`config.mk`:
```
export PLATFORM = sky130hd
export DESIGN_NAME = motion_arbiter
export DESIGN_NICKNAME = d
export VERILOG_FILES = /design/src/rtl/motion_arbiter.sv
export SDC_FILE = /design/constraint.sdc
export NUM_CORES = 1
export LEC_CHECK = 0
export CAP_MARGIN = 20
export CELL_PAD_IN_SITES_DETAIL_PLACEMENT = 0
export CELL_PAD_IN_SITES_GLOBAL_PLACEMENT = 1
export CORE_MARGIN = 2
export CORE_UTILIZATION = 44
export CTS_CLUSTER_SIZE = 10
export DETAILED_ROUTE_END_ITERATION = 16
export PLACE_DENSITY_LB_ADDON = 0.05
export SLEW_MARGIN = 30
export SYNTH_ARGS = -nofsm -noshare
export SYNTH_HDL_FRONTEND = slang
export SYNTH_SLANG_ARGS = --single-unit
```
`constraint.sdc`:
```
create_clock -name clk -period 5.6 [get_ports clk]
set_input_delay 0.56 -clock clk [delete_from_list [all_inputs] [get_ports clk]]
set_output_delay 0.56 -clock clk [all_outputs]
set_load 0.005 [all_outputs]
```
`src/rtl/motion_arbiter.sv`:
```
`default_nettype none
// ============================================================================
//  Module      : motion_arbiter
//  Description : Shares the car's motion actuator (forward, backward,
//                rotate-left, rotate-right) between the manual keys, the
//                semi-auto controller and the auto controller. Semi/auto turn
//                triggers become timed in-place rotations with an is_turning
//                handshake.
//  Revision    : 1.0 - initial release
// ============================================================================
module motion_arbiter #(
    parameter int TURN_90 = 450,
    parameter int SETTLE  = 10,
    parameter int CNT_W   = 16
) (
    input  logic       clk,
    input  logic       rst,
    input  logic [1:0] mode,
    input  logic       man_fwd,
    input  logic       man_back,
    input  logic       man_left,
    input  logic       man_right,
    input  logic       semi_fwd,
    input  logic       semi_tl,
    input  logic       semi_tr,
    input  logic       semi_tb,
    input  logic       auto_fwd,
    input  logic       auto_tl,
    input  logic       auto_tr,
    input  logic       auto_tb,
    output logic       move_forward,
    output logic       move_backward,
    output logic       turn_left,
    output logic       turn_right,
    output logic       is_turning,
    output logic [1:0] owner
);

    typedef enum logic [2:0] {
        ST_IDLE   = 3'd0,
        ST_DRIVE  = 3'd1,
        ST_TURN   = 3'd2,
        ST_SETTLE = 3'd3,
        ST_SWITCH = 3'd4
    } state_t;

    localparam logic [1:0] C_OWN_MAN  = 2'b00;
    localparam logic [1:0] C_OWN_SEMI = 2'b01;
    localparam logic [1:0] C_OWN_AUTO = 2'b10;

    // Last counter value of each timed phase (counter starts at 0 on entry)
    localparam logic [CNT_W-1:0] C_LAST_90  = CNT_W'(TURN_90 - 1);
    localparam logic [CNT_W-1:0] C_LAST_180 = CNT_W'(2 * TURN_90 - 1);
    localparam logic [CNT_W-1:0] C_LAST_SET = (SETTLE > 0) ? CNT_W'(SETTLE - 1) : '0;

    state_t           state_q;
    logic [1:0]       owner_q;
    logic [CNT_W-1:0] cnt_q;
    logic             back_q;
    logic [2:0]       semi_prev_q;
    logic [2:0]       auto_prev_q;
    logic             fwd_q, bwd_q, tl_q, tr_q, busy_q;

    logic             drv_fwd_d, drv_bwd_d, drv_tl_d, drv_tr_d;
    logic [2:0]       trig_d, prev_d, edge_d;
    logic             turn_done_d;

    // Free-driving decode of the current owner's level requests
    always_comb begin
        drv_fwd_d = 1'b0;
        drv_bwd_d = 1'b0;
        drv_tl_d  = 1'b0;
        drv_tr_d  = 1'b0;
        case (owner_q)
            C_OWN_MAN: begin
                drv_fwd_d = man_fwd & ~man_back;
                drv_bwd_d = man_back & ~man_fwd;
                drv_tl_d  = man_left & ~man_right;
                drv_tr_d  = man_right & ~man_left;
            end
            C_OWN_SEMI: drv_fwd_d = semi_fwd;
            C_OWN_AUTO: drv_fwd_d = auto_fwd;
            default:    ;
        endcase
    end

    // Rising edges of the owner's {back, right, left} triggers; non-owner ignored
    always_comb begin
        trig_d = 3'b000;
        prev_d = 3'b000;
        if (owner_q == C_OWN_SEMI) begin
            trig_d = {semi_tb, semi_tr, semi_tl};
            prev_d = semi_prev_q;
        end else if (owner_q == C_OWN_AUTO) begin
            trig_d = {auto_tb, auto_tr, auto_tl};
            prev_d = auto_prev_q;
        end
        edge_d      = trig_d & ~prev_d;
        turn_done_d = (cnt_q == (back_q ? C_LAST_180 : C_LAST_90));
    end

    // Arbitration FSM with registered actuator outputs
    always_ff @(posedge clk) begin
        if (rst) begin
            state_q     <= ST_IDLE;
            owner_q     <= C_OWN_MAN;
            cnt_q       <= '0;
            back_q      <= 1'b0;
            semi_prev_q <= 3'b000;
            auto_prev_q <= 3'b000;
            fwd_q       <= 1'b0;
            bwd_q       <= 1'b0;
            tl_q        <= 1'b0;
            tr_q        <= 1'b0;
            busy_q      <= 1'b0;
        end else begin
            // Edge history always tracks both requesters so a fresh owner sees no stale edge
            semi_prev_q <= {semi_tb, semi_tr, semi_tl};
            auto_prev_q <= {auto_tb, auto_tr, auto_tl};
            case (state_q)
                ST_IDLE, ST_DRIVE, ST_SWITCH: begin
                    if (mode != owner_q) begin
                        state_q <= ST_SWITCH;
                        owner_q <= mode;
                        {fwd_q, bwd_q, tl_q, tr_q, busy_q} <= 5'b0;
                    end else if ((state_q != ST_SWITCH) && (edge_d != 3'b000)) begin
                        state_q <= ST_TURN;
                        cnt_q   <= '0;
                        busy_q  <= 1'b1;
                        fwd_q   <= 1'b0;
                        bwd_q   <= 1'b0;
                        tl_q    <= edge_d[0];
                        tr_q    <= ~edge_d[0];
                        back_q  <= ~edge_d[0] & ~edge_d[1];
                    end else begin
                        fwd_q   <= drv_fwd_d;
                        bwd_q   <= drv_bwd_d;
                        tl_q    <= drv_tl_d;
                        tr_q    <= drv_tr_d;
                        busy_q  <= 1'b0;
                        state_q <= (drv_fwd_d | drv_bwd_d | drv_tl_d | drv_tr_d) ? ST_DRIVE : ST_IDLE;
                    end
                end
                ST_TURN: begin
                    if (turn_done_d) begin
                        {fwd_q, bwd_q, tl_q, tr_q} <= 4'b0;
                        cnt_q <= '0;
                        if (SETTLE == 0) begin
                            busy_q  <= 1'b0;
                            owner_q <= mode;
                            state_q <= (mode != owner_q) ? ST_SWITCH : ST_IDLE;
                        end else begin
                            state_q <= ST_SETTLE;
                        end
                    end else begin
                        cnt_q <= cnt_q + CNT_W'(1);
                    end
                end
                ST_SETTLE: begin
                    if (cnt_q == C_LAST_SET) begin
                        busy_q  <= 1'b0;
                        owner_q <= mode;
                        state_q <= (mode != owner_q) ? ST_SWITCH : ST_IDLE;
                    end else begin
                        cnt_q <= cnt_q + CNT_W'(1);
                    end
                end
                default: begin
                    state_q <= ST_IDLE;
                    {fwd_q, bwd_q, tl_q, tr_q, busy_q} <= 5'b0;
                end
            endcase
        end
    end

    assign move_forward  = fwd_q;
    assign move_backward = bwd_q;
    assign turn_left     = tl_q;
    assign turn_right    = tr_q;
    assign is_turning    = busy_q;
    assign owner         = owner_q;

endmodule
`default_nettype wire

```
Word level (Yosys, flattened, before mapping)
Cells that the tools add are included.
{"block": "classes", "n_mul": 0, "add_sub_neg": 1, "eq_ne": 16, "reduce_logical": 13, "muxes": 41, "n_div": 0, "magnitude_cmp": 0, "bitwise": 19, "shifts": 0}
{"operator": "16-bit two-way mux", "n": 4}
{"operator": "16-bit case mux with 3 select lines", "n": 1}
{"operator": "3-bit two-way mux", "n": 8}
{"operator": "1-bit case mux with 3 select lines", "n": 6}
{"operator": "16-bit by 1-bit adder with 16-bit output, second input constant", "n": 1}
{"operator": "16-bit by 10-bit equality test with 1-bit output", "n": 1}
{"operator": "16-bit by 4-bit equality test with 1-bit output, second input constant", "n": 1}
{"operator": "1-bit two-way mux", "n": 16}
{"operator": "2-bit inequality test, second input constant", "n": 6}
{"operator": "10-bit two-way mux", "n": 1}
{"operator": "1-bit inverter", "n": 9}
{"operator": "3-bit case mux with 3 select lines", "n": 1}
{"operator": "3-bit by 2-bit equality test with 1-bit output, second input constant", "n": 2}
{"operator": "2-bit two-way mux", "n": 3}
{"operator": "2-bit AND reduction", "n": 3}
{"operator": "3-bit AND reduction", "n": 2}
{"operator": "3-bit nonzero test", "n": 2}
{"operator": "1-bit bitwise AND", "n": 5}
{"operator": "2-bit case mux with 2 select lines", "n": 1}
{"operator": "4-bit AND reduction", "n": 1}
{"operator": "3-bit bitwise AND", "n": 1}
{"operator": "3-bit by 1-bit equality test with 1-bit output, second input constant", "n": 1}
{"operator": "3-bit equality test, second input constant", "n": 1}
{"operator": "3-bit zero test", "n": 1}
{"operator": "other kinds (10)", "n": 12}
{"block": "totals", "elab_cells": 101, "in_bits": 16, "mem_bits_rw": 0, "output_inout_bits": 7, "n_memories": 0, "romBits": 0, "regBits": 33, "latchBits": 0}

Longest topological paths before layout
{"block": "depth", "ltp_word": 10, "depth_mapped": 9, "depth_no_buf": 8}

Least setup slack after synthesis
No wires, ideal clock.
{"block": "synth_timing", "path_kind": "input port to flip-flop", "start": "in semi_tl", "end": "reg cnt_q[11]", "n_path_buf": 1, "required_ns": 5.481, "stages": 7, "setup_time_ns": 0.119, "arrival_ns": 1.713, "path_slack_ns": 3.768, "cell_sequence": "and4bb_2 -> a31oi_4 -> a31oi_4 -> buf_2 -> o211ai_1 -> xor2_1 -> nor2_1"}
{"block": "synth_via", "elab_chain_cells": 6}
{"element": "start: declaration", "line_no": "24", "text": "input logic semi_tl,"}
{"element": "3-bit two-way mux", "line_no": "91", "text": "if (owner_q == C_OWN_SEMI) begin"}
{"element": "3-bit bitwise AND", "line_no": "98", "text": "edge_d = trig_d & ~prev_d;"}
{"element": "3-bit nonzero test", "line_no": "126", "text": "end else if ((state_q != ST_SWITCH) && (edge_d != 3'b000)) begin"}
{"element": "1-bit logical AND", "line_no": "126"}
{"element": "2-bit inequality test (no source line)"}
{"element": "4-bit AND reduction (no source line)"}
{"element": "end signal: assignment", "line_no": "156", "text": "cnt_q <= cnt_q + CNT_W'(1);"}
{"element": "end signal: assignment", "line_no": "165", "text": "cnt_q <= cnt_q + CNT_W'(1);"}
{"element": "end: declaration", "line_no": "58", "text": "logic [CNT_W-1:0] cnt_q;"}
No other way between the ends.
A chain may end at the register's enable or synchronous reset.

Worst setup path in the final report
{"block": "layout_timing", "start": "in mode[1]", "end": "reg cnt_q[12]"}
{"block": "layout_via", "elab_chain_cells": 3}
{"element": "start: declaration", "line_no": "18", "text": "input logic [1:0] mode,"}
{"element": "2-bit inequality test", "line_no": "122", "text": "if (mode != owner_q) begin"}
{"element": "2-bit inequality test (no source line)"}
{"element": "4-bit AND reduction (no source line)"}
No other way between the ends.

==> metrics.md <==
| Metric | Value |
|---|---|
| Outcome | finished clean |
| Post-synth top area share | 0.387 |
| Register area share after synthesis | 0.387 |
| Hold Fails Final Rpt | 0 |
| # hold bufs at CTS | 0 |
| Power per cell area | roughly 270 nW/um2 |
| Vias in the first global route | between 1,000 and 1,500 |
| Max Clock Skew | about 0.0084 ns |
| Area grow syn2layout | 20.4% |
| Final GP Congestion | between 0.7 and 0.8 |
| Area leader, netlist | dfxtp_1 |
| Req. time, crit path | 5.76 ns |
| Top Layer Used | met4 |
| Synth Instances | ~190 |
| Max Cap Viol | 0 |
| Pins Over Slew Limit | 0 |
| Fin crit share | 0.415 |
| N_diodes | 0 |
| Vias | between 1,000 and 1,500 |
| DRC | 0 |
| WHS | ~0.45 ns |
| Slowest CP cell | a211o_1 |
| Sink Count | 33 |
| Worst vdd ir | roughly 0.00012 V |
| Met3 WL post-DR | between 100 and 150 um |
| Total grt overflow | 0 |
| Setup violators final | 0 |
| HP Class | reg -> reg |
| Detailed Route WL | between 3000 and 4000 um |
| CP Max Fanout | 18 |
| Metal2 WL | ~1600 um |
| Distinct cells, synth | between 40 and 50 |
| Die Y | ~66 um |
| Via density | between 5 and 6 |
| Core ar. | about 3700 um2 |
| Share of cells above drive strength 1 | 0.0991 |
| Root buffer selected by CTS | clkbuf_8 |
| Crit-path cells | clkdlybuf4s50_1, xnor2_1, nand3_1, a31oi_4, a211o_1, nor2_1 |
| Io pins | 23 |
| Post-CTS resize count | 0 |
| Setup bufs post-CTS | 0 |
| CP Class | in -> reg |
| CP Launch Type | input port |
| Initial antenna violation count | 0 |
| Largest net degree at the start of global routing | 19 |
| Total CTS buffers | 5 |
| Seq cells post-synth | 33 |
| Post-synth ARST share | 0 |
| Die area | ~4400 um2 |
| Post-synth EDFFs | 0 |
| Clk buf depth | 2 |
| Crit path largest cell delay | 0.52 ns |
| Critical Path Sink Type | register |
| RSZ-0062 raised after global routing | no |
| Leak | approximately 0.72 nW |
| Clock transition at path regs | 0.07 ns |
| Drt first pass iters | 4 |
| Routed Antenna Nets | 0 |
| Synth area leaders | dfxtp_1 39%, xor2_1 6.7%, nor2_1 6.4%, a31oi_4 5.0%, o211ai_1 2.6% |
| Top_reg_cell synth | dfxtp_1 |
| Worst Max-Slew Pin Slew | 0.654 ns |
| Post-synth design cell area | roughly 1700 um2 |
| Met1 wire length | about 1800 um |
| Net Count, Synth | ~210 |
| CTS H-tree lvls | 2 |
| Post-detail-place hpwl | 2670 um |
| Final setup TNS | 0 ns |
| Site Rows | 22 |
| Avg Synthesized Cell Area | 9.03 um2 |
| Slew margin rel. | 0.563 |
| Routed len/inst | 14.0 um |
| CTS tree | done |
| Setup WS post-layout | approximately 3.3 ns |
| Cell with the most instances after synthesis | dfxtp_1 |
| Crit path DAT | between 2 and 2.5 ns |
| Starting Density | 0.463 |
| Global-route wire length before repair | around 6700 um |
| YS warnings | 0 |
| Pre-CTS setup slack | 2.96 ns |
| Final nets | between 200 and 250 |
| Die Width | approximately 66 um |
| Initial DRC count | 90 |
| Synth top cells by count | 33 x dfxtp_1, 29 x nor2_1, 13 x xor2_1 |
| Crit path time final | between 2 and 2.5 ns |
| IO buf count | 22 |
| Clock insertion delay at the later pin of the skew report | between 0.2 and 0.3 ns |
| Gr usage total | 0.199 |
| Max Freq | between 400 and 500 MHz |
worst max-delay path, delay by kind of cell:
| kind | cells | cell delay (ns) |
|---|---|---|
| xor+xnor | 1 | 0.15 |
| buf+inv | 1 | 0.50 |
| compound gates | 2 | 0.99 |
| simple gates | 2 | 0.28 |
cells in the final DEF, fill, tap and decap left out, drive strengths merged, types with 2 or more instances in the layout:
master | netlist | routed
nor4b | 2 | 2
nor3b | 2 | 2
ha | 2 | 2
nor2 | 29 | 29
nand3b | 2 | 2
nor2b | 7 | 7
nand2b | 2 | 2
o2111ai | 5 | 5
clkdlybuf4s50 | 0 | 22
nand3 | 5 | 5
a21oi | 9 | 9
mux2i | 2 | 2
xor2 | 13 | 13
nand2 | 11 | 11
xnor2 | 4 | 4
nor3 | 2 | 2
o21ai | 7 | 7
and3 | 5 | 5
o211ai | 6 | 6
clkbuf | 3 | 7
a31oi | 5 | 5
nand4b | 3 | 3
dfxtp | 33 | 33
and2 | 2 | 2
inv | 6 | 6
and4bb | 3 | 3
logic make-up after synthesis:
| family | synth area share |
|---|---|
| compound gates | 0.208 |
| xor+xnor | 0.0872 |
| fa+ha+maj | 0.0147 |
| buf+inv | 0.0330 |
| flops | 0.387 |
| mux | 0.0117 |
| simple gates | 0.258 |
final timing paths:
path | startpoint | to | slack [ns] | depth (start not counted)
worst max-delay path | mode[1] | cnt_q[12] | 3.27 | 6
worst min-delay path | move_backward | move_backward | 0.45 | 2
worst max register to register | cnt_q[1] | cnt_q[15] | 3.29 | 8
worst min register to register | move_backward | move_backward | 0.45 | 2
flip-flops by register name, summed over array words and instances, names as in the netlist:
name,count
cnt_q,16
is_turning,1
move_forward,1
back_q,1
state_q,3
move_backward,1
turn_right,1
auto_prev_q,3
owner,2
semi_prev_q,3
turn_left,1
layout make-up:
class                      count  area, um2
fill                         338       1630
multi-input combinational    143        990
sequential                    33        661
timing repair buffer          22        220
clock buffer                   7       96.3
tap                           48       60.1
inverter                       6       22.5
clock inverter                 1       5.00
stage by stage:
step | power (mW) | area (um2) | std cells | utilization
floorplan | 0.324 | 1710 | 189 | -
global placement | 0.354 | 1950 | 252 | 0.530
detailed placement | 0.356 | 1950 | 252 | 0.530
CTS | 0.554 | 2050 | 260 | 0.557
global route | 0.580 | 2050 | 260 | 0.557
finish | 0.549 | 2050 | 260 | 0.557
report_power, final:
part,total [mW],switching (mW),internal (mW)
combinational,0.0915,0.0457,0.0458
sequential,0.259,0.0134,0.245
clock,0.199,0.0874,0.111
total,0.549,0.147,0.402
metal layers:
metal  global-route usage  vias to the layer above
li1                     -                      721
met1                0.278                      674
met2                0.288                       28
met3               0.0511                        6
met4               0.0816                        0
met5                    0                        -
Power figures use the tool's default switching activity.
